--- config.mk ---
export PLATFORM = sky130hd
export DESIGN_NAME = mac_result_drain
export DESIGN_NICKNAME = d
export VERILOG_FILES = /design/src/rtl/mac_result_drain.sv
export SDC_FILE = /design/constraint.sdc
export NUM_CORES = 1
export LEC_CHECK = 0
export CAP_MARGIN = 40
export CORE_MARGIN = 1
export CORE_UTILIZATION = 39
export CTS_CLUSTER_SIZE = 30
export DETAILED_ROUTE_END_ITERATION = 10
export GPL_ROUTABILITY_DRIVEN = 0
export SLEW_MARGIN = 20
export SYNTH_ARGS = -nofsm -noshare
export SYNTH_HDL_FRONTEND = slang
export SYNTH_SLANG_ARGS = --single-unit
export TNS_END_PERCENT = 20
--- constraint.sdc ---
create_clock -name clk -period 3.22 [get_ports clk]
set_input_delay 0.322 -clock clk [delete_from_list [all_inputs] [get_ports clk]]
set_output_delay 0.322 -clock clk [all_outputs]
set_load 0.005 [all_outputs]
--- src/rtl/mac_result_drain.sv ---
// mac_result_drain: captures finished BLOCK_SIZE x BLOCK_SIZE result blocks into a
// block-wide circular FIFO and streams them out one element per cycle in
// row-major order over a valid/ready handshake.
// Optional feature macro: MAC_RESULT_RELU_EN (zero negative elements at the output).
module mac_result_drain #(
  parameter int WIDTH      = 16,
  parameter int BLOCK_SIZE = 2,
  parameter int FIFO_DEPTH = 4,
  localparam int IDXW      = (BLOCK_SIZE > 1) ? $clog2(BLOCK_SIZE) : 1,
  localparam int CW        = $clog2(FIFO_DEPTH) + 1
) (
  input  logic                               clk,
  input  logic                               rst,
  input  logic                               in_valid,
  input  logic [WIDTH*BLOCK_SIZE*BLOCK_SIZE-1:0] in_data,
  output logic                               in_ready,
  output logic                               out_valid,
  input  logic                               out_ready,
  output logic [WIDTH-1:0]                   out_data,
  output logic [IDXW-1:0]                    out_row,
  output logic [IDXW-1:0]                    out_col,
  output logic                               out_last,
  output logic [CW-1:0]                      level,
  output logic                               overflow_err
);

  localparam int NN = BLOCK_SIZE * BLOCK_SIZE;
  localparam int EW = (NN > 1) ? $clog2(NN) : 1;
  localparam int PW = $clog2(FIFO_DEPTH);
  localparam logic [EW-1:0] E_LAST = EW'(NN - 1);
  localparam logic [CW-1:0] COUNT_FULL = CW'(FIFO_DEPTH);

  localparam logic [0:0] IDLE   = 1'b0;
  localparam logic [0:0] STREAM = 1'b1;

  logic [WIDTH*NN-1:0] mem_r [FIFO_DEPTH];
  logic [PW-1:0]       wp_r;
  logic [PW-1:0]       rp_r;
  logic [CW-1:0]       count_r;
  logic [CW-1:0]       count_next_s;
  logic [EW-1:0]       e_r;
  logic [0:0]          state_r;
  logic [0:0]          state_next_s;
  logic                overflow_r;

  logic                push_s;
  logic                fire_s;
  logic                pop_s;
  logic [WIDTH*NN-1:0] blk_s;
  logic [WIDTH-1:0]    elem_s [NN];
  logic [WIDTH-1:0]    sel_s;
  logic [WIDTH-1:0]    shaped_s;

  // Handshake qualifiers; a same-cycle pop never frees a slot for a push.
  assign in_ready  = (count_r != COUNT_FULL);
  assign out_valid = (state_r == STREAM);
  assign push_s    = in_valid & in_ready;
  assign fire_s    = out_valid & out_ready;
  assign pop_s     = fire_s & (e_r == E_LAST);
  assign level        = count_r;
  assign overflow_err = overflow_r;

  // Next occupancy from the push/pop pair; both together leave it unchanged.
  always_comb begin
    count_next_s = count_r;
    case ({push_s, pop_s})
      2'b10:   count_next_s = count_r + CW'(1);
      2'b01:   count_next_s = count_r - CW'(1);
      default: count_next_s = count_r;
    endcase
  end

  // Drain FSM: stream whenever at least one block is (or will be) stored.
  always_comb begin
    state_next_s = state_r;
    case (state_r)
      IDLE: begin
        if (count_next_s != {CW{1'b0}}) state_next_s = STREAM;
        else                            state_next_s = IDLE;
      end
      STREAM: begin
        if (count_next_s != {CW{1'b0}}) state_next_s = STREAM;
        else                            state_next_s = IDLE;
      end
      default: state_next_s = IDLE;
    endcase
  end

  // Control registers: pointers, occupancy, element index, FSM and sticky error.
  always_ff @(posedge clk or posedge rst) begin
    if (rst) begin
      wp_r       <= {PW{1'b0}};
      rp_r       <= {PW{1'b0}};
      count_r    <= {CW{1'b0}};
      e_r        <= {EW{1'b0}};
      state_r    <= IDLE;
      overflow_r <= 1'b0;
    end else begin
      count_r <= count_next_s;
      state_r <= state_next_s;
      if (push_s) wp_r <= wp_r + PW'(1);
      if (pop_s)  rp_r <= rp_r + PW'(1);
      if (fire_s) begin
        if (pop_s) e_r <= {EW{1'b0}};
        else       e_r <= e_r + EW'(1);
      end
      if (in_valid && !in_ready) overflow_r <= 1'b1;
    end
  end

  // Block storage; contents need no reset because out_data is gated by out_valid.
  always_ff @(posedge clk) begin
    if (push_s) mem_r[wp_r] <= in_data;
  end

  // Unpack the head block: element 0 lives in the most significant slice.
  assign blk_s = mem_r[rp_r];
  for (genvar k = 0; k < NN; k++) begin : g_elem
    assign elem_s[k] = blk_s[(NN-1-k)*WIDTH +: WIDTH];
  end
  assign sel_s = elem_s[e_r];

  // Output shaping: optional ReLU on the selected element, stored data stays raw.
  always_comb begin
`ifdef MAC_RESULT_RELU_EN
    if (sel_s[WIDTH-1]) shaped_s = {WIDTH{1'b0}};
    else                shaped_s = sel_s;
`else
    shaped_s = sel_s;
`endif
  end

  // Output mux: zeros while idle so the bus rests at its reset values.
  always_comb begin
    out_data = {WIDTH{1'b0}};
    out_row  = {IDXW{1'b0}};
    out_col  = {IDXW{1'b0}};
    out_last = 1'b0;
    if (out_valid) begin
      out_data = shaped_s;
      out_row  = IDXW'(int'(e_r) / BLOCK_SIZE);
      out_col  = IDXW'(int'(e_r) % BLOCK_SIZE);
      out_last = (e_r == E_LAST);
    end else begin
      out_data = {WIDTH{1'b0}};
    end
  end

endmodule

==> reports/results.ini, run 1 <==
[clock_network]
cts_tree = built
worstSkewPairLatency_ns = 0.52
cts_resized = 0
numCtsBuffers = 27
ctsHoldBuffers = 0
clk_pin_slew_ns = 0.06
htree_num_levels = 1
cts.path.max_buffers = 3
cts_root_buf = clkbuf_16
numClockSinks = 267

[timing]
rsz0062_at_grt = false
finalHoldViolCount = 0
timing.final.crit_period_ns = 3.12
drv_slew = 0
fin_tns_setup_ns = 0
clock_skew_ns = 0.00705
worst_slew_pin_slew_ns = 0.671
fin_crit_sh_pct = 96.9
setup_violations = 0
relSlewSlack_pct = 55.2
max_freq_ghz = 0.321

[logic_synthesis]
synth_adder_area_share_pct = 0.917
syn_nets = 559
yosys.area_share.simple_pct = 1.88
synth_warnings = 0
ys_seq_elements = 267
synth_compound_area_share_pct = 3.58
syn_avg_cell_area_um2 = 21.4
synth.cell_area_um2 = 10400
synth-xor-area-share_pct = 0.422
async_reset_ff_share_pct = 4.12
postSynthCellCount = 484
synth_mux_area_share_pct = 14.6
synth_top_family_by_area = multiplexers
yosysUniqueCellTypes = 33
synth_seq_area_share_pct = 76.7
synth_edf_count = 256
synth_ff_type = edfxtp_1

[hold_path]
hold_path_class = primary input to async pin

[power_and_ir_drop]
p_leak_uw = 0.00411
ir_drop_mv = 0.563
power_density_nw_per_um2 = 905

[floorplanning]
io-pin-count = 93
dieWidth_um = 165
core_area_um2 = 26100
die_y_um = 165
num_rows = 59
initial_core_util_pct = 39.8
dieArea_um2 = 27300

[global_routing]
track_usage_pct = 15.1
antenna_found_initial = 1
grt_pass1_vias = 5289
grt_pass1_wl_mm = 30.6
grt_max_degree = 48
grt_remaining_overflow = 0

[critical_path]
critPathArrivalTime_ns = 2.80
path_class = flop to output pin
cp_max_fo = 16
crit_required_ns = 2.90
crit_path_start_kind = flop
endpoint_kind = output pin

[detailed_routing]
num_vias = 4948
drcViolationCount = 0
firstDrtPassIters = 5
routed_wl_mm = 20.2
wl_per_cell_um = 21.1
ant_nets = 0
drt_iter0_markers = 365
vias_per_cell = 5.19

[run_status]
outcome = finished, final reports clean

[layout]
drive_above_1_share_pct = 22.0
fill_cells = 2160
post-route-util_pct = 48.3
syn2layout_area_growth_pct = 21.3
nNetsFinal = 676

[place]
io_buffers = 92
dpl.hpwl_mm = 12.3

[flow_run]
drv_cap = 0

## area by class of cell
| cell class | instances | area, um2 | share of cell area (%) |
|---|---|---|---|
| clock buffer | 38 | 767 | 6.09 |
| inverter | 8 | 30.0 | 0.239 |
| multi-input combinational | 185 | 2220 | 17.7 |
| timing repair buffer | 112 | 1120 | 8.87 |
| tap | 335 | 419 | 3.33 |
| clock inverter | 8 | 60.1 | 0.477 |
| sequential | 267 | 7970 | 63.3 |
| antenna | 1 | 2.50 | 0.0199 |
## kinds of logic (layout without fill, tap and decap cells)
family                     after synthesis  in the layout
AOI/OAI and AO/OA                       56             56
other                                    0              1
adders and majority gates                7              7
buffers and inverters                   32            166
xor gates and xnor gates                 5              5
and+or+nand+nor                         31             31
muxes                                   86             86
DFF                                    267            267
## registers in the layout, summed over array words and instances, names as in the netlist
name and cells:
wp_r 2, mem_r 256, level 3, rp_r 2, e_r 2, out_valid 1, overflow_err 1
## synth_stat cells, types with 6 or more instances
master,n,area (um2)
a22oi_1,16,120
and2_1,7,43.8
buf_2,11,55.1
buf_6,8,90.1
dfrtp_1,11,275
edfxtp_1,256,7690
ha_1,6,75.1
inv_1,8,30.0
mux2_2,29,327
mux2i_1,9,90.1
mux4_2,44,991
nor2b_1,7,43.8
o21ai_0,6,30.0
o21ai_1,8,40.0
o22ai_1,11,68.8
o31ai_1,8,60.1
## per-stage QoR
stage	hold slack, ns	total power [uW]	cell area [um2]	instances	setup slack [ns]
detailed placement	0.468	8590	11700	906	0.577
floorplan	0.174	7160	10400	484	0.375
global placement	0.442	8540	11700	906	0.560
CTS	0.118	11500	12600	952	0.0116
global route	0.181	11900	12600	953	0.0174
finish	0.120	11400	12600	954	0.101
## worst paths after layout
check	slack (ns)	cells after the start	from	to
setup reg to reg	0.86	9	level[0]	out_valid
min in group clk	0.43	2	in_valid	overflow_err
hold reg to reg	0.47	1	overflow_err	overflow_err
setup / recovery	0.10	5	rp_r[1]	out_data[11]
max in group asynchronous	2.74	2	rst	rp_r[0]
hold / removal	0.12	2	rst	overflow_err
## per-layer routing
| metal | GRT usage, % | wire length [um] |
|---|---|---|
| met3 | 3.27 | 1220 |
| met1 | 20.2 | 8720 |
| met4 | 3.38 | 371 |
| met2 | 25.3 | 9870 |
| met5 | 0 | 0 |
## report_power, final
part           total [uW]  switching, uW  internal, uW  leakage, uW
clock network        2920           1200          1720     0.000408
registers            4880            280          4600      0.00247
logic                3590           1760          1830      0.00123
total               11400           3240          8150      0.00411
## critical path, cell delays in order, from the launching register on
cell,delay [ns]
dfrtp_2,0.62
buf_4,0.31
mux4_2,0.32
a22oi_1,0.40
o31ai_1,0.15
clkdlybuf4s50_1,0.47
## cells in the final DEF, fill, tap and decap left out, drive strengths merged, types with 4 or more instances in the layout
master,Yosys,routed
o21ai,14,14
nand2,4,4
mux2i,9,9
clkinv,0,7
nor2b,7,7
mux2,29,29
clkbuf,3,38
edfxtp,256,256
inv,8,8
a211oi,5,5
o31ai,8,8
and2,7,7
dfrtp,11,11
clkdlybuf4s50,0,92
o22ai,11,11
mux4,48,48
ha,6,6
a22oi,16,16
buf,21,20
## what timing repair did
| item | in CTS | in global routing |
|---|---|---|
| endpoints found under the setup margin | 0 | 11 |
| buffers inserted | 0 | 1 |
| endpoints found under the hold margin | 0 | 0 |
No activity file was read; power rests on OpenSTA's default activity.
==> run 2, diff against run 1 <==
--- a/config.mk
+++ b/config.mk
@@ -6,7 +6,7 @@
 export NUM_CORES = 1
 export LEC_CHECK = 0
 export CAP_MARGIN = 40
-export CORE_MARGIN = 1
+export CORE_MARGIN = 4
 export CORE_UTILIZATION = 39
 export CTS_CLUSTER_SIZE = 30
 export DETAILED_ROUTE_END_ITERATION = 10
==> reports/results.ini, run 2 (synthesis results as in run 1) <==
[critical_path]
worst_r2r_endpoint = out_valid
timing.rr.start = e_r[0]
ff2ff_setup_slack_ns = 0.79  ; -0.07 ns
cp_max_fo = 23  ; +7
endpoint_kind = output pin
critPathArrivalTime_ns = 2.71  ; -0.09 ns
crit_path_start_kind = flop
path_class = flop to output pin
r2r_cells = 8  ; -1
crit_required_ns = 2.90  ; about the same

[detailed_routing]
wl_per_cell_um = 21.9  ; +3.6%
drt_iter0_markers = 393  ; +7.7%
vias_per_cell = 5.26  ; +1.5%
top_layer = met5
firstDrtPassIters = 6  ; +1
routed_wl_mm = 21.1  ; +4.6%
drcViolationCount = 0  ; unchanged
ant_nets = 0  ; unchanged
wl_met2_mm = 10.2  ; +3.7%
wl_met1_mm = 9.28  ; +6.5%
num_vias = 5070  ; +2.5%
route.met3.wl_mm = 1.18  ; -3.2%

[layout]
multiInputGateArea_um2 = 2220  ; about the same
ff_latch_area_um2 = 7970  ; about the same
nNetsFinal = 683  ; +1.0%
final_cell_mix = edfxtp_1, clkdlybuf4s50_1, mux4_2
syn2layout_area_growth_pct = 22.5
fill_cells = 2168  ; +0.37%
layout_commonest_cell = edfxtp_1
largest_reg_flops = 256  ; unchanged
drive_above_1_share_pct = 22.8  ; +0.80 points
top_register = mem_r

[timing]
finalHoldViolCount = 0  ; unchanged
max_freq_ghz = 0.330  ; +2.9%
setup_violations = 0  ; unchanged
fin_tns_setup_ns = 0  ; unchanged
worst_slew_pin_slew_ns = 0.614  ; -0.0566 ns
clock_skew_ns = 0.0104  ; +0.00332 ns
timing.final.crit_period_ns = 3.03  ; -0.0877 ns
fin_crit_sh_pct = 94.1  ; -2.7 points
relSlewSlack_pct = 59.0  ; +3.8 points
drv_slew = 0  ; unchanged
rsz0062_at_grt = false

[clock_network]
cts_tree = built
ctsHoldBuffers = 0  ; unchanged
numClockSinks = 267  ; unchanged
worstSkewPairLatency_ns = 0.52  ; about the same
numCtsBuffers = 28  ; +3.7%
clk_pin_slew_ns = 0.06  ; about the same
cts_root_buf = clkbuf_16
cts.path.max_buffers = 3  ; unchanged
htree_num_levels = 1  ; unchanged

[floorplanning]
dieWidth_um = 171  ; +3.6%
initial_core_util_pct = 39.7  ; -0.11 points
core_area_um2 = 26100  ; +0.28%
dieArea_um2 = 29300  ; +7.4%
num_rows = 59  ; unchanged
io-pin-count = 93  ; unchanged
die_y_um = 171  ; +3.6%

[global_routing]
track_usage_pct = 14.2  ; -0.86 points
grt_remaining_overflow = 0  ; unchanged
antenna_found_initial = 2  ; +1
grt_pass1_vias = 5404  ; +2.2%
grt_max_degree = 41  ; -15%
grt_pass1_wl_mm = 31.7  ; +3.7%

[flow_run]
drv_cap = 0  ; unchanged

[power_and_ir_drop]
p_leak_uw = 0.00417  ; +1.3%
power_density_nw_per_um2 = 912  ; +0.82%
ir_drop_mv = 0.581  ; +3.3%
total_power_uw = 11600  ; +1.8%

[place]
io_buffers = 92  ; unchanged
dpl.hpwl_mm = 13.2  ; +7.6%

[hold_path]
hold_path_class = primary input to async pin

[run_status]
outcome = finished, final reports clean

-- run 2: cell count changes in the layout (fill, tap and decap cells not counted) --
cell,change
buf_6,+1
clkbuf_16,+2
clkinv_2,+2
clkinv_4,+1
clkbuf_8,-5
clkinv_1,+4
clkbuf_1,-1
buf_12,+5
buf_8,-1
dfrtp_4,+1
and3b_1,-1
dfrtp_2,-1
and3b_2,+1
buf_4,+1
-- run 2: final cells by class --
cell class | instances | area share, %
Inverter | 8 | 0.236
Clock inverter | 15 | 0.739
Antenna cell | 1 | 0.0197
Sequential cell | 267 | 62.7
Timing Repair Buffer | 118 | 9.60
Multi-Input combinational cell | 185 | 17.5
Tap cell | 335 | 3.30
Clock buffer | 34 | 5.86
-- run 2: repair_timing --
item                                    4_1_cts  5_1_grt
buffers inserted                              1        4
endpoints found under the setup margin       12       10
resized for setup                             0        3
pin swaps                                     0        0
-- run 2: how the worst max path moves through the flow --
stage                     startpoint      endpoint  slack (ns)  cells after the start
after global routing          e_r[0]   out_data[0]        0.07                      6
final                        rp_r[1]   out_data[5]        0.19                      4
after detailed placement     rp_r[0]   out_data[6]        0.39                      5
after global placement       rp_r[0]   out_data[2]        0.43                      5
after floorplan             level[2]   mem_r[0][0]        0.37                      3
after CTS                     e_r[0]  out_data[15]        0.02                      5
-- run 2: routing by layer --
| metal | vias up | global-route usage [%] |
|---|---|---|
| li1 | 2257 | - |
| met1 | 2634 | 19.7 |
| met2 | 138 | 23.5 |
| met3 | 37 | 3.33 |
| met4 | 4 | 2.76 |
| met5 | - | 0 |
-- run 2: where the power goes --
group | internal [uW] | switching (uW) | leakage, uW
clock network | 1700 | 1210 | 0.000414
logic | 1950 | 1860 | 0.00128
registers | 4610 | 256 | 0.00247
-- run 2: per-stage QoR --
stage / area (um2) / instances / hold slack (ns) / util [%] / setup WS, ns
after floorplan: 10400 / 484 / 0.174 / - / 0.375
after global placement: 11800 / 908 / 0.440 / 45.1 / 0.425
after detailed placement: 11800 / 908 / 0.463 / 45.1 / 0.392
after CTS: 12600 / 958 / 0.108 / 48.4 / 0.0167
after global routing: 12700 / 962 / 0.168 / 48.6 / 0.0682
final: 12700 / 963 / 0.107 / 48.6 / 0.189
-- run 2: worst max-delay path, stage by stage (launching register included) --
cell and delay [ns]:
dfrtp_4 0.64, nand2b_1 0.44, o21ai_0 0.16, o31ai_1 0.35, clkdlybuf4s50_1 0.59
==> run 3, diff against run 2 <==
--- a/config.mk
+++ b/config.mk
@@ -6,6 +6,7 @@
 export NUM_CORES = 1
 export LEC_CHECK = 0
 export CAP_MARGIN = 40
+export CORE_ASPECT_RATIO = 0.75
 export CORE_MARGIN = 4
 export CORE_UTILIZATION = 39
 export CTS_CLUSTER_SIZE = 30
==> reports/results.ini, run 3 (synthesis results as in run 1) <==
[run_status]
outcome = finished, final reports clean

[clock_network]
ctsHoldBuffers = 0  ; unchanged
clk_pin_slew_ns = 0.06  ; about the same
htree_num_levels = 1  ; unchanged
cts_root_buf = clkbuf_16
numCtsBuffers = 27  ; -3.6%
worstSkewPairLatency_ns = 0.52  ; about the same
numClockSinks = 267  ; unchanged
cts.path.max_buffers = 3  ; unchanged
cts_tree = built

[floorplanning]
num_rows = 51  ; -14%
io-pin-count = 93  ; unchanged
core_area_um2 = 26100  ; -0.13%
dieWidth_um = 196  ; +15%
die_y_um = 149  ; -13%
initial_core_util_pct = 39.8  ; +0.051 points
dieArea_um2 = 29300  ; about the same

[critical_path]
crit_path_start_kind = flop
path_class = flop to output pin
r2r_cells = 8  ; unchanged
cp_max_fo = 12  ; -48%
endpoint_kind = output pin
crit_required_ns = 2.90  ; about the same
critPathArrivalTime_ns = 2.78  ; +0.07 ns

[hold_path]
hold_path_class = primary input to async pin

[detailed_routing]
drcViolationCount = 0  ; unchanged
firstDrtPassIters = 4  ; -2
routed_wl_mm = 21.2  ; +0.45%
vias_per_cell = 5.18  ; -1.7%
drt_iter0_markers = 304  ; -23%
num_vias = 5006  ; -1.3%
wl_per_cell_um = 21.9  ; about the same
ant_nets = 0  ; unchanged

[layout]
nNetsFinal = 678  ; -0.73%
layout_commonest_cell = edfxtp_1
drive_above_1_share_pct = 23.6  ; +0.79 points
syn2layout_area_growth_pct = 22.8
n_antenna_cell = 0  ; -1
largest_reg_flops = 256  ; unchanged
multiInputGateArea_um2 = 2220  ; unchanged
top_register = mem_r
final_cell_mix = edfxtp_1, clkdlybuf4s50_1, mux4_2
ff_latch_area_um2 = 7970  ; unchanged
fill_cells = 2108  ; -2.8%

[timing]
worst_slew_pin_slew_ns = 0.560  ; -0.0547 ns
max_freq_ghz = 0.322  ; -2.4%
timing.final.crit_period_ns = 3.11  ; +0.0745 ns
fin_crit_sh_pct = 96.4  ; +2.3 points
fin_tns_setup_ns = 0  ; unchanged
clock_skew_ns = 0.00654  ; -0.00383 ns
relSlewSlack_pct = 62.6  ; +3.7 points
setup_violations = 0  ; unchanged
finalHoldViolCount = 0  ; unchanged
rsz0062_at_grt = false
holdWs_ns = 0.140  ; +0.0323 ns
drv_slew = 0  ; unchanged

[global_routing]
antenna_found_initial = 4  ; +2
grt_pass1_wl_mm = 32.1  ; +1.2%
grt_remaining_overflow = 0  ; unchanged
grt_pass1_vias = 5330  ; -1.4%
grt_max_degree = 65  ; +59%
track_usage_pct = 14.3  ; +0.11 points

[place]
dpl.hpwl_mm = 12.6  ; -4.3%
io_buffers = 92  ; unchanged

[power_and_ir_drop]
ir_drop_mv = 0.577  ; -0.72%
total_power_uw = 11800  ; +1.5%
p_leak_uw = 0.00418  ; +0.23%
power_density_nw_per_um2 = 923  ; +1.2%

[flow_run]
drv_cap = 0  ; unchanged

[run 3: worst paths after layout]
kind / slack [ns] / from / endpoint
setup reg to reg: 0.80 / e_r[0] / out_valid
hold reg to reg: 0.48 / overflow_err / overflow_err
setup / recovery: 0.11 / out_valid / out_data[2]
max in group asynchronous: 2.71 / rst / rp_r[0]
min in group clk: 0.44 / in_valid / overflow_err
hold / removal: 0.14 / rst / overflow_err
[run 3: metal layers]
layer  track usage [%]  part of all wire, %  vias up
met5                 0                 0.26        -
met4              2.58                  1.8        8
met3              3.79                  6.7       36
met2              22.8                   46      126
met1              20.4                   46     2585
li1                  -                    -     2251
[run 3: report_power, final]
group | internal [uW] | switching [uW]
clock network | 1940 | 1250
registers | 4600 | 289
logic | 1900 | 1780
[run 3: cell type report]
class / instances / share of cell area, %
clock buffer: 35 / 5.78
clock inverter: 14 / 1.43
inverter: 8 / 0.236
multi-input combinational: 185 / 17.5
sequential: 267 / 62.6
tap: 344 / 3.38
timing repair buffer: 114 / 9.14
[run 3: what timing repair did]
action                                  in CTS  in global routing
buffers inserted                             1                  7
endpoints found under the setup margin      10                  6
gates resized for setup                      1                  1
[run 3: stage by stage]
stage          utilization, %  cells  setup slack, ns  cell area (um2)
3_3_place_gp             45.0    910            0.451            11700
2_1_floorplan               -    484            0.375            10400
3_5_place_dp             45.0    910            0.446            11700
5_1_grt                  48.8    967          0.00810            12700
6_report                 48.8    967            0.114            12700
4_1_cts                  48.6    960           0.0482            12700
[run 3: critical path, stage by stage (launching register included)]
cell and delay, ns:
dfrtp_1 0.60, and3_1 0.59, buf_4 0.26, a22oi_1 0.09, o21ai_1 0.16, clkdlybuf4s50_1 0.57
